**src/rtl/regfile_pkg.sv**
```systemverilog
// regfile_pkg: shared constants and helpers for the register file slice.
//   DEFAULT_DATA_W - default register width in bits
//   DEFAULT_ADDR_W - default address width
//   depth_of()     - number of registers for a given address width
package regfile_pkg;

    localparam int DEFAULT_DATA_W = 32;
    localparam int DEFAULT_ADDR_W = 5;

    function automatic int depth_of(input int addr_w);
        return 1 << addr_w;
    endfunction

endpackage

```
**src/rtl/regfile_sb_if.sv**
```systemverilog
// regfile_sb_if: bundles the decode/writeback side signals of regfile_sb.
//   master - decode/writeback side: drives D port, read addresses, reservations, flush
//   slave  - register file side: returns read data, busy flags and busy count
//
// There is no valid/ready pairing here: every request is a single-cycle strobe
// that is always accepted. D_En qualifies D_Addr/D on the clock edge, rsv_en
// qualifies rsv_addr, sb_flush is a one-cycle clear; S/T and the busy outputs
// are combinational responses to the addresses presented in the same cycle.
interface regfile_sb_if #(
    parameter int DATA_W = regfile_pkg::DEFAULT_DATA_W,
    parameter int ADDR_W = regfile_pkg::DEFAULT_ADDR_W
) ();

    logic              D_En;
    logic [ADDR_W-1:0] D_Addr;
    logic [DATA_W-1:0] D;
    logic [ADDR_W-1:0] S_Addr;
    logic [ADDR_W-1:0] T_Addr;
    logic [DATA_W-1:0] S;
    logic [DATA_W-1:0] T;
    logic              rsv_en;
    logic [ADDR_W-1:0] rsv_addr;
    logic              sb_flush;
    logic              S_busy;
    logic              T_busy;
    logic              hazard;
    logic [ADDR_W:0]   busy_cnt;

    modport master (
        output D_En, D_Addr, D, S_Addr, T_Addr, rsv_en, rsv_addr, sb_flush,
        input  S, T, S_busy, T_busy, hazard, busy_cnt
    );

    modport slave (
        input  D_En, D_Addr, D, S_Addr, T_Addr, rsv_en, rsv_addr, sb_flush,
        output S, T, S_busy, T_busy, hazard, busy_cnt
    );

endinterface

```
**src/rtl/regfile_scoreboard.sv**
```systemverilog
// regfile_scoreboard: per-register busy bits plus a running count of busy registers.
//   clk, reset         - clock, asynchronous active-high reset
//   flush              - clear every busy bit (dominates clear and reserve)
//   clr_en, clr_addr   - writeback completion, clears the bit
//   rsv_en, rsv_addr   - decode reservation, sets the bit (wins over a same-address clear)
//   busy               - busy vector, bit 0 is never set
//   busy_cnt           - popcount of busy, maintained incrementally
module regfile_scoreboard #(
    parameter int ADDR_W = regfile_pkg::DEFAULT_ADDR_W,
    parameter int DEPTH  = regfile_pkg::depth_of(ADDR_W)
) (
    input  logic              clk,
    input  logic              reset,
    input  logic              flush,
    input  logic              clr_en,
    input  logic [ADDR_W-1:0] clr_addr,
    input  logic              rsv_en,
    input  logic [ADDR_W-1:0] rsv_addr,
    output logic [DEPTH-1:0]  busy,
    output logic [ADDR_W:0]   busy_cnt
);

    localparam int CNT_W = ADDR_W + 1;

    logic             set_bit;
    logic             clr_bit;
    logic             cnt_inc;
    logic             cnt_dec;
    logic [DEPTH-1:0] busy_next;

    always_comb begin
        set_bit   = rsv_en && (rsv_addr != '0);
        clr_bit   = clr_en && (clr_addr != '0);
        busy_next = busy;
        if (clr_bit) busy_next[clr_addr] = 1'b0;
        // Applied after the clear so a same-address reservation (newer producer) wins.
        if (set_bit) busy_next[rsv_addr] = 1'b1;
        // Net change of the count: a newly set bit adds one, a cleared bit subtracts
        // one unless the same bit is re-reserved in this cycle.
        cnt_inc = set_bit && !busy[rsv_addr];
        cnt_dec = clr_bit && busy[clr_addr] && !(set_bit && (rsv_addr == clr_addr));
    end

    always_ff @(posedge clk or posedge reset) begin
        if (reset) begin
            busy     <= '0;
            busy_cnt <= '0;
        end else if (flush) begin
            busy     <= '0;
            busy_cnt <= '0;
        end else begin
            busy <= busy_next;
            case ({cnt_inc, cnt_dec})
                2'b10:   busy_cnt <= busy_cnt + CNT_W'(1);
                2'b01:   busy_cnt <= busy_cnt - CNT_W'(1);
                default: busy_cnt <= busy_cnt;
            endcase
        end
    end

endmodule

```
**src/rtl/regfile_sb.sv**
```systemverilog
// regfile_sb: 2-read / 1-write register file with optional write-to-read bypass
// and a busy scoreboard for read-after-write hazard detection.
//   clk, reset - clock, asynchronous active-high reset (clears data and busy state)
//   bus        - regfile_sb_if slave: D write port, S/T read ports, reservation,
//                flush, S_busy/T_busy/hazard and busy_cnt
// Parameters: DATA_W, ADDR_W, BYPASS (1 = forward same-cycle write data to S/T).
module regfile_sb #(
    parameter int DATA_W = regfile_pkg::DEFAULT_DATA_W,
    parameter int ADDR_W = regfile_pkg::DEFAULT_ADDR_W,
    parameter int BYPASS = 1
) (
    input logic         clk,
    input logic         reset,
    regfile_sb_if.slave bus
);

    import regfile_pkg::*;

    localparam int DEPTH = depth_of(ADDR_W);

    logic [DATA_W-1:0] mem [DEPTH];
    logic [DEPTH-1:0]  busy;
    logic              s_fwd;
    logic              t_fwd;

    // Register 0 is never written, so mem[0] stays at its reset value of zero.
    always_ff @(posedge clk or posedge reset) begin
        if (reset) begin
            for (int i = 0; i < DEPTH; i++) mem[i] <= '0;
        end else if (bus.D_En && (bus.D_Addr != '0)) begin
            mem[bus.D_Addr] <= bus.D;
        end
    end

    // A port forwards when the write in flight this cycle targets its nonzero address.
    always_comb begin
        s_fwd = (BYPASS != 0) && bus.D_En && (bus.D_Addr == bus.S_Addr) && (bus.S_Addr != '0);
        t_fwd = (BYPASS != 0) && bus.D_En && (bus.D_Addr == bus.T_Addr) && (bus.T_Addr != '0);
    end

    always_comb begin
        bus.S = '0;
        if (s_fwd)                    bus.S = bus.D;
        else if (bus.S_Addr != '0)    bus.S = mem[bus.S_Addr];
        bus.T = '0;
        if (t_fwd)                    bus.T = bus.D;
        else if (bus.T_Addr != '0)    bus.T = mem[bus.T_Addr];
    end

    regfile_scoreboard #(
        .ADDR_W (ADDR_W),
        .DEPTH  (DEPTH)
    ) u_scoreboard (
        .clk      (clk),
        .reset    (reset),
        .flush    (bus.sb_flush),
        .clr_en   (bus.D_En),
        .clr_addr (bus.D_Addr),
        .rsv_en   (bus.rsv_en),
        .rsv_addr (bus.rsv_addr),
        .busy     (busy),
        .busy_cnt (bus.busy_cnt)
    );

    // A forwarded operand is no longer a hazard even though its bit clears only at the edge.
    always_comb begin
        bus.S_busy = busy[bus.S_Addr] && (bus.S_Addr != '0) && !s_fwd;
        bus.T_busy = busy[bus.T_Addr] && (bus.T_Addr != '0) && !t_fwd;
        bus.hazard = bus.S_busy || bus.T_busy;
    end

endmodule

```
**src/flat_wrapper.sv**
```systemverilog
// flat-port wrapper written by rule: the top's interface ports become plain ports
module regfile_sb_flat import regfile_pkg::*;
#(
    parameter int DATA_W = regfile_pkg::DEFAULT_DATA_W,
    parameter int ADDR_W = regfile_pkg::DEFAULT_ADDR_W,
    parameter int BYPASS = 1
)
  (clk, reset, bus_D_En, bus_D_Addr, bus_D, bus_S_Addr, bus_T_Addr, bus_rsv_en, bus_rsv_addr, bus_sb_flush, bus_S, bus_T, bus_S_busy, bus_T_busy, bus_hazard, bus_busy_cnt);
  regfile_sb_if #(.DATA_W(DATA_W), .ADDR_W(ADDR_W)) bus_i ();
  input logic clk;
  input logic reset;
  input wire logic [$bits(bus_i.D_En)-1:0] bus_D_En;
  input wire logic [$bits(bus_i.D_Addr)-1:0] bus_D_Addr;
  input wire logic [$bits(bus_i.D)-1:0] bus_D;
  input wire logic [$bits(bus_i.S_Addr)-1:0] bus_S_Addr;
  input wire logic [$bits(bus_i.T_Addr)-1:0] bus_T_Addr;
  input wire logic [$bits(bus_i.rsv_en)-1:0] bus_rsv_en;
  input wire logic [$bits(bus_i.rsv_addr)-1:0] bus_rsv_addr;
  input wire logic [$bits(bus_i.sb_flush)-1:0] bus_sb_flush;
  output wire logic [$bits(bus_i.S)-1:0] bus_S;
  output wire logic [$bits(bus_i.T)-1:0] bus_T;
  output wire logic [$bits(bus_i.S_busy)-1:0] bus_S_busy;
  output wire logic [$bits(bus_i.T_busy)-1:0] bus_T_busy;
  output wire logic [$bits(bus_i.hazard)-1:0] bus_hazard;
  output wire logic [$bits(bus_i.busy_cnt)-1:0] bus_busy_cnt;
  assign bus_i.D_En = bus_D_En;
  assign bus_i.D_Addr = bus_D_Addr;
  assign bus_i.D = bus_D;
  assign bus_i.S_Addr = bus_S_Addr;
  assign bus_i.T_Addr = bus_T_Addr;
  assign bus_i.rsv_en = bus_rsv_en;
  assign bus_i.rsv_addr = bus_rsv_addr;
  assign bus_i.sb_flush = bus_sb_flush;
  assign bus_S = bus_i.S;
  assign bus_T = bus_i.T;
  assign bus_S_busy = bus_i.S_busy;
  assign bus_T_busy = bus_i.T_busy;
  assign bus_hazard = bus_i.hazard;
  assign bus_busy_cnt = bus_i.busy_cnt;
  regfile_sb #(.DATA_W(DATA_W), .ADDR_W(ADDR_W), .BYPASS(BYPASS)) u_core (.clk(clk), .reset(reset), .bus(bus_i));
endmodule
```
**config.mk**
```make
export PLATFORM = sky130hd
export DESIGN_NAME = regfile_sb_flat
export DESIGN_NICKNAME = d
export VERILOG_FILES = /design/src/rtl/regfile_pkg.sv /design/src/rtl/regfile_sb_if.sv /design/src/rtl/regfile_scoreboard.sv /design/src/rtl/regfile_sb.sv /design/src/flat_wrapper.sv
export SDC_FILE = /design/constraint.sdc
export NUM_CORES = 2
export LEC_CHECK = 0
export CAP_MARGIN = 20
export CORE_MARGIN = 2
export CORE_UTILIZATION = 65
export CTS_CLUSTER_DIAMETER = 200
export DETAILED_ROUTE_END_ITERATION = 12
export DONT_BUFFER_PORTS = 1
export PLACE_DENSITY = 0.81
export SETUP_SLACK_MARGIN = 0.5
export SLEW_MARGIN = 40
export SYNTH_ARGS = -nofsm -noshare
export SYNTH_HDL_FRONTEND = slang
export SYNTH_SLANG_ARGS = --single-unit
```
**constraint.sdc**
```tcl
create_clock -name clk -period 86.5 [get_ports clk]
set_input_delay 12.975 -clock clk [delete_from_list [all_inputs] [get_ports clk]]
set_output_delay 12.975 -clock clk [all_outputs]
set_load 0.02 [all_outputs]
```
# After elaboration in Yosys (flattened, before gate mapping)
# Index checks and enable logic that the tools add are counted.
# W data, S select, Z words.
# word_totals
inputBits,57
regBits,1062
output_inout_bits,73
word_cells,114
# op_classes
reduce_logical,27
magnitude_cmp,10
bitwise,6
n_eq_ne,5
n_addsub,2
muxes,30
# ops
op,count
$bwmux W1024,1
$mux W32,12
$bmux W32 S5,2
$demux W32 S5,1
$and A32 B32 Y32,1
$not A32 Y32,1
$or A32 B32 Y32,1
$lt A5 B6 Y1 const B,4
$bmux W1 S5,4
$reduce_bool A5 Y1,4
$ge A6 B6 Y1 const B,3
$not A5 Y6,3
$logic_and A1 B1 Y1,17
$eq A5 B5 Y1,3
$pmux W6 S2,1
$demux W1 S5,2
$ge A5 B1 Y1 const B,2
$add A6 B1 Y6 const B,1
$lt A6 B1 Y1 const B,1
$mux W1,6
$mux W6,1
$sub A6 B1 Y6 const B,1
$logic_not A1 Y1,4
$reduce_bool A3 Y1,1
3 further kinds,3

# Depth between registers and ports, before layout
# logic_depth
depth_word,10
depth_mapped,16
mapped_depth_nobuf,14

# Modules after synthesis
# From an unflattened synthesis, not the netlist that was laid out.
# unflattened
hier_cells,4327
area_unflattened_um2,58252.1
# by_module_without_submodules
mod,n_inst,seq_area_each_um2,area_per_inst_um2,cells_per_inst
regfile_sb,1,25624.6,55632.1,4047
regfile_scoreboard,1,950.9,2620.0,280

# Worst setup path before layout
# No wires, ideal clock.
# synth_timing
kind,input to output
from,input port bus_T_Addr[0]
to,output port bus_hazard
slack_ps,58433
stages,7
arrival_time_ps,15092
n_path_buf,2
t_required_ps,73525
path_cell_list,clkbuf_1 > buf_1 > mux4_2 > mux2_2 > o22ai_1 > nor3_1 > or2_2
# synth_between
elab_chain_cells,6
word_cells_on_any_way,10
cone_classes,1 x eq/ne; 2 x mux; 7 x reduce/logical
# synth_lines
item,line,rtl
start: declaration,flat_wrapper.sv:16,input wire logic [$bits(bus_i.T_Addr)-1:0] bus_T_Addr;
"parallel branches: the longest is 4 deep, another holds $bmux W1 S5",n/a,
$logic_and A1 B1 Y1 *,regfile_sb.sv:68,bus.T_busy = busy[bus.T_Addr] && (bus.T_Addr != '0) && !t_fwd;
named net bus_T_busy,flat_wrapper.sv:23,output wire logic [$bits(bus_i.T_busy)-1:0] bus_T_busy;
$logic_or A1 B1 Y1 *,regfile_sb.sv:69,bus.hazard = bus.S_busy || bus.T_busy;
end: declaration,flat_wrapper.sv:24,output wire logic [$bits(bus_i.hazard)-1:0] bus_hazard;
# Mark *: on every way through the listed nets, which the timed path passes. The select of a mux whose other input is x is not followed.

# Final worst setup path
# layout_timing
from,input port bus_T_Addr[0]
to,output port bus_T[28]
# layout_between
elab_chain_cells,6
word_cells_on_any_way,10
cone_classes,1 x eq/ne; 5 x mux; 1 x bitwise; 3 x reduce/logical
# layout_lines
item,line,rtl
$not A5 Y6 (not written as such),regfile_sb.sv:47,else if (bus.T_Addr != '0) bus.T = mem[bus.T_Addr];
$bmux W32 S5,regfile_sb.sv:47,
$mux W32 (not written as such) (2 in series),regfile_sb.sv:47,
$mux W32,regfile_sb.sv:47,
$mux W32 *,regfile_sb.sv:46,if (t_fwd) bus.T = bus.D;
end: declaration,flat_wrapper.sv:21,output wire logic [$bits(bus_i.T)-1:0] bus_T;
# Mark *: on every way between the ends. The rest lies on a longest branch, timed or not. The select of a mux whose other input is x is not followed.

==> metrics.md <==
| Metric | Value |
|---|---|
| Clock net sink count | 1062 |
| Critical Setup Path Class | primary input to primary output |
| Share of layout cells above drive strength 1 | 0.565 |
| Power share of the clock group | 0.341 |
| Average cell area after synthesis | 15.9 µm² |
| Number of placed I/O pins | 130 |
| Share of flip-flops with an asynchronous set or reset | 1.00 |
| Type of the tightest min-delay check | flip-flop to flip-flop |
| CP endpoint kind | primary output |
| End point of the worst hold path | u_core.mem[996] |
| Unrepaired setup endpoints after global routing | false |
| Total number of nets in the final design | 3402 |
| Terminus of the critical flop-to-flop path | u_core.u_scoreboard.busy_cnt[5] |
| Cell class contributing the biggest share of worst-path delay | multiplexers |
| Required time at the worst-slack endpoint | 73.52 ns |
| Xor/xnor share of the synthesized area | 0.00274 |
| Final clock period utilization by the worst path | 0.328 |
| Number of standard-cell rows in the floorplan | 109 |
| FF-to-FF path depth | 14 |
| Flop pwr share | 0.468 |
| Height of the chip | 301 µm |
| Switching share of power | 0.256 |
| Filler cells | 5437 |
| Detailed Route WL | 157 mm |
| Leakage power | 0.0263 µW |
| Worst Path Buf+Inv | 0 |
| Slew at the pin closest to its max-slew limit | 1.01 ns |
| Most prevalent standard cell on the critical path | mux4_2 |
| Fraction of power consumed by combinational cells | 0.192 |
| Multi-input combinational cell area | 29300 µm² |
| Routability congestion estimate from global placement | 0.913 |
| Adder-cell area share of the yosys netlist | 0.00122 |
| Power density cells | 22.8 nW/µm² |
| Number of DRC markers after the initial detailed-route iteration | 4029 |
| Total count of hold-check failures in the final report | 0 |
| Critical R2R Launch | u_core.u_scoreboard.busy[22] |
| Highest cell delay on the worst timing path | 0.80 ns |
| Maximum clock insertion buffer count | 3 |
| Internal | 1040 µW |
| Peak ir drop on the vdd network | 18.2 µV |
| Share of synthesized cell area in and, or, nand and nor gates | 0.0172 |
| Critical Path Fanout Max | 266 |
| TritonCTS clock tree | yes |
| Inserted Diodes | 0 |
| Clock skew | 0.00210 ns |
| Minimum clock period after layout | 28.36 ns |
| Total of max-cap violations | 0 |
| Wire per inst | 34.2 µm |
| Syn-to-layout area delta | 6.99% |
| Core Util, Final | 0.699 |
| Net switching component of the power | 359 µW |
| Distinct cells, synth | 49 |
| Initial Utilization | 0.653 |
| Number of levels in the clock H-tree | 3 |
| Worst hold stages | 0 |
| Area fraction in compound gates after synthesis | 0.0129 |
| Ratio of routed vias to standard cells | 7.55 |
| Placed wire-length estimate | 81.5 mm |
| PortBufs | 0 |
| CP Data Arrival Time | 15.39 ns |
| Initial antenna violation count | 0 |
| Global-route wire length before repair | 238 mm |
| Number of cells produced by synthesis | 3605 |
| Fraction of synthesized area in multiplexers | 0.473 |
| Most used flip-flop cell after synthesis | dfrtp_1 |
| CP max stage cell | mux4_2 |
| Horiz. Die Dim | 301 µm |
| Grt total ovfl | 0 |
| Status | complete, no violations |
| Post-Syn Area | 57500 µm² |
| Setup Viol. Count Final | 0 |
| Number of flops mapped to enable cells by yosys | 0 |
| CTS Root Buffer Type | clkbuf_16 |
| Category of the worst setup path launch point | primary input |
| Placeable core area | 88000 µm² |
| Vias in the first global route | 37401 |
| Number of vias in the routed layout | 34678 |
| Later-pin clock latency in the skew report | 0.66 ns |
| Number of nets in the synthesized netlist | 3667 |
| Startpoint of the tightest hold check path | u_core.mem[996] |
| Drt drc | 0 |
| Number of detailed-route iterations in the first pass | 6 |
| Ordered list of cells on the worst path | mux4_2 > mux4_2 > mux2i_1 > o21ai_0 |
| Synth warn | 0 |
| PostCTS Resize Cnt | 0 |
| Final Slew Violations | 0 |
| Final total negative setup slack | 0 ns |
| Maximum clock frequency | 35.3 MHz |
| Maximum number of pins on one net before global-route repair | 267 |
| Worst slew margin | 0.329 |
| Total Power Consumption | 1400 µW |
| Aggregate global-route resource usage | 0.356 |
| Post-detailed-route count of antenna-violating nets | 0 |
| Synth Register Bits | 1062 |
| Sequential cell area | 26600 µm² |
| Total Die Area | 90800 µm² |
| Number of buffers inserted to repair setup after CTS | 0 |
| Dominant combinational cell family by area after synthesis | multiplexers |
| Clock slew seen by the registers of the worst setup and hold paths | 0.06 ns |
| Setup slack of the most critical reg-to-reg path | 83.04 ns |
| Proportion of synthesized chip area in sequential cells | 0.463 |
| # hold bufs at CTS | 0 |
| Total CTS buffers | 109 |
## power by group through the flow
stage          Combinational (µW)  Clock [µW]  Sequential (µW)
3_5_place_dp                  268           0              661
2_1_floorplan                 245           0              639
6_report                      269         478              656
3_3_place_gp                  256           0              644
5_1_grt                       284         504              666
4_1_cts                       269         481              653
## area by class of cell
| type | count | area share |
|---|---|---|
| multi-input cells | 2116 | 0.476 |
| well taps | 1165 | 0.0237 |
| repair buffers | 47 | 0.00798 |
| clock buffers | 163 | 0.0534 |
| inverters | 4 | 0.000448 |
| flip-flops and latches | 1062 | 0.432 |
| clock inverters | 34 | 0.00594 |
## cell usage after synthesis, types with 4 or more instances
cell      count  area [µm²]
buf_1        69         259
nor2_1       53         199
mux4_1        6         158
nor2b_1       9        56.3
nand3_1       7        35.0
o22ai_1       5        31.3
nor3b_1       4        30.0
nand3b_1      4        30.0
dfrtp_1    1062       26600
a21oi_1      12        60.1
nor3_1        7        35.0
a22oi_1      27         203
nand2b_1      6        37.5
o21ai_0      73         365
xnor2_1       9        78.8
clkbuf_1    243         912
xor2_1        9        78.8
ha_1          4        50.1
inv_1         4        15.0
mux2_2      996       11200
mux2_4        4        60.1
nand2_1     106         398
mux4_2      662       14900
mux2i_1      81         811
buf_2       107         536
## cells by family (layout without fill, tap and decap cells)
| group | after synthesis | after routing |
|---|---|---|
| mux | 1749 | 1749 |
| compound gates | 126 | 126 |
| xor+xnor | 18 | 18 |
| fa+ha+maj | 5 | 5 |
| flops | 1062 | 1062 |
| buf+inv | 427 | 248 |
| simple gates | 218 | 218 |
## layer usage
layer  vias to the layer above  global-route usage  wire length, µm
met5                         -                   0                0
met4                         0               0.163             7580
met3                       478              0.0694            13300
met2                      1830               0.570            77800
met1                     18912               0.480            58400
li1                      13458                   -                -
## flip-flops by register name, summed over array words and instances, names as in the netlist
| signal | flops |
|---|---|
| u_core.mem | 1024 |
| u_core.u_scoreboard.busy | 32 |
| u_core.u_scoreboard.busy_cnt | 6 |
## worst max-delay path by stage
stage                   from            end  slack, ns  cells past startpoint
6_report       bus_T_Addr[0]      bus_T[28]      58.14                      4
3_5_place_dp   bus_T_Addr[3]      bus_T[15]      58.30                      7
3_3_place_gp   bus_T_Addr[3]     bus_hazard      58.11                      6
5_1_grt        bus_T_Addr[1]      bus_T[19]      58.18                      7
4_1_cts        bus_T_Addr[3]      bus_T[15]      58.27                      7
2_1_floorplan          reset  u_core.mem[0]      43.63                      1
## cells in the final DEF (no fill, tap or decap), types with 4 or more instances in the layout
cell and n:
dfrtp_1 1062, mux2_2 996, mux4_2 662, clkbuf_16 110
mux2i_1 81, nand2_1 80, o21ai_0 73, nor2_1 47
clkbuf_8 35, a22oi_1 27, nand2_2 24, buf_4 23
clkinv_2 21, clkbuf_1 20, buf_6 18, a21oi_1 10
nor2b_1 9, xnor2_1 9, xor2_1 9, nand3_1 7
nor2_4 6, nand2b_1 6, mux4_1 6, nor3_1 6
bufinv_16 6, o22ai_1 5, nand3b_1 4, mux2_4 4
clkinv_8 4, ha_1 4
## per-stage QoR
step	area [µm²]	instances	setup slack (ns)	hold WS (ns)
after floorplan	57500	3605	43.63	0.441
after global placement	57600	4391	58.11	0.376
after detailed placement	57800	4393	58.30	0.383
after CTS	61400	4590	58.27	0.397
after global routing	61500	4591	58.18	0.414
final	61500	4591	58.14	0.395
No activity file was read; power rests on OpenSTA's default activity.
